<file path="src/rtl/e203_ifu_bpu_ras_pkg.sv">
// Shared constants and types for the IFU branch predictor with its return-address stack.
//   RFIDX_W        : register index width
//   LINK_X1/X5     : link registers recognised for call/return detection
//   bpu_state_e    : JALR-xn register-read FSM states
package e203_ifu_bpu_ras_pkg;

  localparam int RFIDX_W = 5;

  localparam logic [RFIDX_W-1:0] IDX_X0  = 5'd0;
  localparam logic [RFIDX_W-1:0] LINK_X1 = 5'd1;
  localparam logic [RFIDX_W-1:0] LINK_X5 = 5'd5;

  typedef enum logic [1:0] {
    ST_IDLE = 2'd0,
    ST_DEP  = 2'd1,
    ST_RDY  = 2'd2
  } bpu_state_e;

  function automatic logic is_link(input logic [RFIDX_W-1:0] idx);
    return (idx == LINK_X1) || (idx == LINK_X5);
  endfunction

endpackage

</file>
<file path="src/rtl/e203_ifu_ras.sv">
// Circular return-address stack.
//   clk, rst_n : clock, synchronous active-low reset
//   push, pop  : update requests (pop only honoured when non-empty)
//   push_val   : return address to push
//   top        : current top entry
//   empty      : no valid entries
// A push when full overwrites the oldest entry (pointer wraps, count saturates).
// Push and pop together replace the top entry in place.
module e203_ifu_ras #(
  parameter int DEPTH = 4,
  parameter int XLEN  = 32
) (
  input  logic            clk,
  input  logic            rst_n,
  input  logic            push,
  input  logic            pop,
  input  logic [XLEN-1:0] push_val,
  output logic [XLEN-1:0] top,
  output logic            empty
);

  localparam int PW = $clog2(DEPTH);
  localparam logic [PW-1:0] PTR_ONE = PW'(1);
  localparam logic [PW:0]   CNT_ONE = (PW+1)'(1);
  localparam logic [PW:0]   CNT_FULL = (PW+1)'(DEPTH);

  logic [XLEN-1:0] mem [DEPTH];
  logic [PW-1:0]   ptr;     // index of the top entry
  logic [PW:0]     cnt;
  logic [PW-1:0]   ptr_inc;
  logic            do_pop;

  assign ptr_inc = ptr + PTR_ONE;
  assign empty   = (cnt == '0);
  assign top     = mem[ptr];
  assign do_pop  = pop & ~empty;

  always_ff @(posedge clk) begin
    if (!rst_n) begin
      ptr <= '0;
      cnt <= '0;
    end else if (push && do_pop) begin
      mem[ptr] <= push_val;
    end else if (push) begin
      mem[ptr_inc] <= push_val;
      ptr          <= ptr_inc;
      if (cnt != CNT_FULL) cnt <= cnt + CNT_ONE;
    end else if (do_pop) begin
      ptr <= ptr - PTR_ONE;
      cnt <= cnt - CNT_ONE;
    end
  end

endmodule

</file>
<file path="src/rtl/e203_ifu_bpu_ras.sv">
// Static IFU branch predictor with return-address stack and JALR-xn read FSM.
//   Inputs : mini-decoder info (pc, dec_*), fetch handshake/flush, hazard info
//            (oitf_empty, ir_*), regfile read data (rf2bpu_x1, rf2bpu_rs1).
//   Outputs: bpu2rf_rs1_ena/idx (regfile read request), bpu_wait (hold fetch),
//            prdt_taken and prdt_pc_add_op1/op2 (next-PC adder operands).
// Non-JALR-xn predictions are purely combinational; JALR-xn reads the shared
// regfile port once when no hazard exists and holds the result in rs1_q.
module e203_ifu_bpu_ras
  import e203_ifu_bpu_ras_pkg::*;
#(
  parameter int RAS_DEPTH = 4,
  parameter int XLEN      = 32
) (
  input  logic               clk,
  input  logic               rst_n,
  input  logic [XLEN-1:0]    pc,
  input  logic               dec_i_valid,
  input  logic               dec_rv32,
  input  logic               dec_jal,
  input  logic               dec_jalr,
  input  logic               dec_bxx,
  input  logic [XLEN-1:0]    dec_bjp_imm,
  input  logic [RFIDX_W-1:0] dec_jalr_rs1idx,
  input  logic [RFIDX_W-1:0] dec_rdidx,
  input  logic               fetch_hsked,
  input  logic               flush,
  input  logic               oitf_empty,
  input  logic               ir_valid,
  input  logic               ir_rdwen,
  input  logic [RFIDX_W-1:0] ir_rdidx,
  input  logic               ir_rs1en,
  input  logic [XLEN-1:0]    rf2bpu_x1,
  input  logic [XLEN-1:0]    rf2bpu_rs1,
  output logic               bpu2rf_rs1_ena,
  output logic [RFIDX_W-1:0] bpu2rf_rs1idx,
  output logic               bpu_wait,
  output logic               prdt_taken,
  output logic [XLEN-1:0]    prdt_pc_add_op1,
  output logic [XLEN-1:0]    prdt_pc_add_op2
);

  bpu_state_e      state;
  logic [XLEN-1:0] rs1_q;
  logic [XLEN-1:0] ras_top;
  logic [XLEN-1:0] seq_step;
  logic            ras_empty;
  logic            rd_link, rs1_link;
  logic            push_req, pop_req;
  logic            jalr_x0, jalr_ras, jalr_x1, jalr_xn;
  logic            dep_x1, dep_xn, grant, xn_trig;

  assign rd_link  = is_link(dec_rdidx);
  assign rs1_link = is_link(dec_jalr_rs1idx);
  assign seq_step = dec_rv32 ? XLEN'(4) : XLEN'(2);

  assign push_req = (dec_jal | dec_jalr) & rd_link;
  assign pop_req  = dec_jalr & rs1_link & ~ras_empty & (dec_rdidx != dec_jalr_rs1idx);

  // RAS only moves on an accepted, non-flushed instruction.
  e203_ifu_ras #(.DEPTH(RAS_DEPTH), .XLEN(XLEN)) u_ras (
    .clk      (clk),
    .rst_n    (rst_n),
    .push     (dec_i_valid & fetch_hsked & ~flush & push_req),
    .pop      (dec_i_valid & fetch_hsked & ~flush & pop_req),
    .push_val (pc + seq_step),
    .top      (ras_top),
    .empty    (ras_empty)
  );

  // JALR operand source classes (mutually exclusive, priority as listed).
  assign jalr_x0  = (dec_jalr_rs1idx == IDX_X0);
  assign jalr_ras = rs1_link & ~ras_empty;
  assign jalr_x1  = (dec_jalr_rs1idx == LINK_X1) & ras_empty;
  assign jalr_xn  = ~jalr_x0 & ~jalr_ras & ~jalr_x1;

  assign dep_x1 = ~oitf_empty | (ir_valid & ir_rdwen & (ir_rdidx == LINK_X1));
  assign dep_xn = ~oitf_empty | (ir_valid & ir_rdwen & (ir_rdidx == dec_jalr_rs1idx));
  // The read port is shared with IR; yield it whenever IR is reading rs1.
  assign grant  = ~dep_xn & ~(ir_valid & ir_rs1en);
  assign xn_trig = dec_i_valid & dec_jalr & jalr_xn;

  assign bpu2rf_rs1idx  = dec_jalr_rs1idx;
  assign bpu2rf_rs1_ena = ~flush & grant &
                          (((state == ST_IDLE) & xn_trig) | (state == ST_DEP));
  assign bpu_wait = ((state == ST_IDLE) & xn_trig) | (state == ST_DEP) |
                    (dec_i_valid & dec_jalr & jalr_x1 & dep_x1);

  always_ff @(posedge clk) begin
    if (!rst_n) begin
      state <= ST_IDLE;
      rs1_q <= '0;
    end else if (flush) begin
      state <= ST_IDLE;
    end else begin
      case (state)
        ST_IDLE: if (xn_trig) begin
          state <= grant ? ST_RDY : ST_DEP;
          if (grant) rs1_q <= rf2bpu_rs1;
        end
        ST_DEP: if (grant) begin
          state <= ST_RDY;
          rs1_q <= rf2bpu_rs1;
        end
        ST_RDY: if (fetch_hsked) state <= ST_IDLE;
        default: state <= ST_IDLE;
      endcase
    end
  end

  always_comb begin
    prdt_taken      = 1'b0;
    prdt_pc_add_op1 = pc;
    prdt_pc_add_op2 = seq_step;
    if (dec_jal) begin
      prdt_taken      = 1'b1;
      prdt_pc_add_op2 = dec_bjp_imm;
    end else if (dec_jalr) begin
      prdt_taken      = 1'b1;
      prdt_pc_add_op2 = dec_bjp_imm;
      if (jalr_x0)       prdt_pc_add_op1 = '0;
      else if (jalr_ras) prdt_pc_add_op1 = ras_top;
      else if (jalr_x1)  prdt_pc_add_op1 = rf2bpu_x1;
      else               prdt_pc_add_op1 = rs1_q;
    end else if (dec_bxx) begin
      // Backward branches predicted taken.
      prdt_taken      = dec_bjp_imm[XLEN-1];
      prdt_pc_add_op2 = dec_bjp_imm[XLEN-1] ? dec_bjp_imm : seq_step;
    end
  end

endmodule

</file>
<file path="config.mk">
export PLATFORM = sky130hd
export DESIGN_NAME = e203_ifu_bpu_ras
export DESIGN_NICKNAME = d
export VERILOG_FILES = /design/src/rtl/e203_ifu_bpu_ras_pkg.sv /design/src/rtl/e203_ifu_ras.sv /design/src/rtl/e203_ifu_bpu_ras.sv
export SDC_FILE = /design/constraint.sdc
export NUM_CORES = 1
export LEC_CHECK = 0
export CAP_MARGIN = 20
export CORE_MARGIN = 2
export CORE_UTILIZATION = 44
export DETAILED_ROUTE_END_ITERATION = 8
export GPL_TIMING_DRIVEN = 0
export PLACE_DENSITY = 0.77
export SLEW_MARGIN = 20
export SYNTH_ARGS = -nofsm -noshare
export SYNTH_HDL_FRONTEND = slang
export SYNTH_SLANG_ARGS = --single-unit
</file>
<file path="constraint.sdc">
create_clock -name clk -period 4.9 [get_ports clk]
set_input_delay 0.98 -clock clk [delete_from_list [all_inputs] [get_ports clk]]
set_output_delay 0.98 -clock clk [all_outputs]
set_load 0.02 [all_outputs]
</file>
==> metrics.md <==
| Metric | Value |
|---|---|
| Status | `complete, no violations` |
| Worst endpoint required time | `3.92 ns` |
| Setup crit end kind | `primary output` |
| Worst Hold Class | `flop to flop` |
| Number of flops mapped to enable cells by yosys | `128` |
| Power per cell area | `281 nW/um^2` |
| Largest net degree at the start of global routing | `27` |
| Clock slew seen by the registers of the worst setup and hold paths | `0.06 ns` |
| Max-Cap Viols | `0` |
| RSZ-0062 raised after global routing | `true` |
| Yosys reg bits | `169` |
| Clock Sinks | `169` |
| Final setup fails | `0` |
| IO buf count | `225` |
| Row cnt | `50` |
| Seq/Total Area, Yosys | `54.6%` |
| Core region area | `18900 sq um` |
| Area Overhead vs Synth | `39.3%` |
| I/O pins | `228` |
| Critical path launch point type | `input pin` |
| Die Footprint | `20600 sq um` |
| Maximum VDD drop | `0.244 mV` |
| Max frequency | `0.206 GHz` |
| CP max FO | `10` |
| WP data arrival | `3.87 ns` |
| Worst setup margin | `0.0518 ns` |
| Synth Instances | `757` |
| WL final | `25800 microns` |
| Asr flop ratio synth | `0%` |
| Mapped cell area | `8550 sq um` |
| First-pass GRT wire length | `38000 microns` |
| Dpl cells | `1248` |
| Dpl cell area | `11300 sq um` |
| Layout net count | `1168` |
| Share of layout cells above drive strength 1 | `9.51%` |
| Clock buffer count from CTS | `17` |
| Static leakage | `0.00397 uW` |
| Hold Violations, Final | `0` |
| Fin cells | `1281` |
| Worst-margin pin slew | `1.11 ns` |
| Final Cell Area | `11900 sq um` |
| Setup bufs post-CTS | `0` |
| Starting Density | `45.2%` |
| Iter 0 DRT Violations | `675` |
| FILL cells | `1503` |
| DP HPWL | `18600 microns` |
| Grt total ovfl | `0` |
| H-tree depth | `4` |
| Tmin final | `4.85 ns` |
| Clock Path Buffers | `2` |
| CTS root buf | `clkbuf_16` |
| WL/cell | `20.1 microns` |
| Top area cells in the synthesized netlist | `edfxtp_1 45%, dfxtp_1 9.6%, mux4_2 8.4%, nand2_1 5.4%, o21ai_0 3.9%` |
| Routed vias/inst | `5.59` |
| Initial antenna violation count | `2` |
| Synthesized Nets | `918` |
| Drt first pass iters | `5` |
| Final Cycle Share | `98.9%` |
| Ys flop type | `edfxtp_1` |
| Placer Congestion | `0.818` |
| Setup TNS | `0 ns` |
| Final ANT Viol Nets | `0` |
| Crit Path Class | `input pin to primary output` |
| Yosys top cell by area | `edfxtp_1` |
| Total GRT Usage | `24.8%` |
| Vias in the first global route | `7135` |
| CTS tree | `done` |
| Syn avg cell area | `11.3 sq um` |
| Pwr Total | `3340 uW` |
| Rel. slew slack | `25.5%` |
| DR DRC count | `0` |
| Worst skew pair latency | `0.44 ns` |
| Clk_skew | `0.0126 ns` |
| Slew Limit Fails | `0` |
| Die height | `143 microns` |
| Synth cell types | `47` |
| Die W | `143 microns` |
| Vias | `7164` |
| Top cell type's share of synthesized area | `45.0%` |
| Pre-CTS setup slack | `-0.423 ns` |
| Synth warn | `0` |
-- logic make-up after synthesis --
logic type	Yosys count	share of synthesized area, %
flops	169	54.6
fa+ha+maj	5	0.908
simple gates	292	16.1
xor+xnor	41	4.20
buf+inv	69	3.66
compound gates	117	8.40
mux	64	12.2
-- worst paths after layout --
path / cells past startpoint / slack, ns / end / start
setup reg to reg: 10 / 1.29 / u_ras.mem[0][13] / u_ras.cnt[0]
hold reg to reg: 2 / 0.46 / rs1_q[17] / rs1_q[17]
hold / removal: 2 / 0.46 / rs1_q[17] / rs1_q[17]
setup / recovery: 8 / 0.05 / prdt_pc_add_op1[9] / dec_jalr_rs1idx[1]
-- per-stage QoR --
stage	hold slack, ns	utilization (%)
after floorplan	0.435	-
after global placement	0.443	58.9
after detailed placement	0.449	59.7
after CTS	0.458	62.8
after global routing	0.475	63.0
final	0.460	63.0
-- cell usage after synthesis, types with 3 or more instances --
master,number
mux4_2,32
o21ai_0,66
nor3_1,36
nand3_1,9
o211ai_1,31
ha_1,3
or3_1,6
a21oi_1,4
nor4_1,4
xor2_1,18
xnor2_1,23
buf_2,4
o31ai_1,3
nand2b_1,5
nand4_1,6
inv_1,11
nand2_1,124
and3_1,6
mux2i_1,32
nor2_1,46
nor2b_1,3
and2_1,34
and4_1,4
clkbuf_1,43
dfxtp_1,41
buf_6,4
buf_4,5
edfxtp_1,128
-- final cells by class --
type,count,area (sq um),share of cell area (%)
inverter,11,41.3,0.347
clock inverter,14,150,1.26
timing repair buffer,231,2380,20.0
clock buffer,18,429,3.61
sequential,169,4660,39.2
antenna,1,2.50,0.0210
multi-input combinational,519,3630,30.5
buffer,58,287,2.41
tap,260,325,2.73
-- worst max-delay path, stage by stage --
cell             delay [ns]
clkdlybuf4s50_1        0.57
or4b_1                 0.56
buf_2                  0.19
a21oi_4                0.22
clkbuf_4               0.29
o211ai_1               0.10
o21ai_0                0.29
clkdlybuf4s50_1        0.66
-- flip-flops by register name (all words and copies together) (netlist names), named ones only --
signal / cells
rs1_q: 32
u_ras.cnt: 3
u_ras.ptr: 2
state: 2
u_ras.mem: 128
-- power by group --
part	internal, uW	leakage [uW]	switching [uW]
combinational	242	0.00222	225
clock	752	0.000265	572
sequential	1550	0.00148	3.89
total	2540	0.00397	801
-- layer usage --
layer / track usage, % / wire (microns) / vias to the layer above / part of all wire (%)
met3: 5.70 / 2540 / 52 / 9.8
li1: - / - / 3259 / -
met1: 29.9 / 9580 / 3414 / 37
met5: 0 / 13 / - / 0.050
met4: 11.2 / 643 / 2 / 2.5
met2: 42.6 / 13000 / 437 / 50
-- layout by cell type, fill, tap and decap left out, types with 4 or more instances in the layout --
| cell | netlist | final |
|---|---|---|
| clkdlybuf4s50_1 | 0 | 222 |
| mux2i_1 | 32 | 32 |
| o21ai_0 | 66 | 65 |
| xor2_1 | 18 | 18 |
| and2_1 | 34 | 34 |
| buf_2 | 4 | 4 |
| and3_1 | 6 | 6 |
| mux4_2 | 32 | 32 |
| clkbuf_1 | 43 | 39 |
| dfxtp_1 | 41 | 41 |
| nand2_1 | 124 | 124 |
| nand4_1 | 6 | 6 |
| or3_1 | 6 | 6 |
| o211ai_1 | 31 | 31 |
| edfxtp_1 | 128 | 128 |
| clkinvlp_4 | 0 | 6 |
| buf_6 | 4 | 5 |
| inv_1 | 11 | 11 |
| nand3_1 | 9 | 9 |
| nor3_1 | 36 | 36 |
| nand2b_1 | 5 | 5 |
| nor2_1 | 46 | 45 |
| xnor2_1 | 23 | 23 |
| clkbuf_16 | 0 | 17 |
| buf_4 | 5 | 7 |
-- timing repair --
item	in CTS	in global routing
resized for setup	8	14
hold buffers	0	0
gates cloned	0	0
setup endpoints to repair	30	29
No activity file was read; power rests on OpenSTA's default activity.
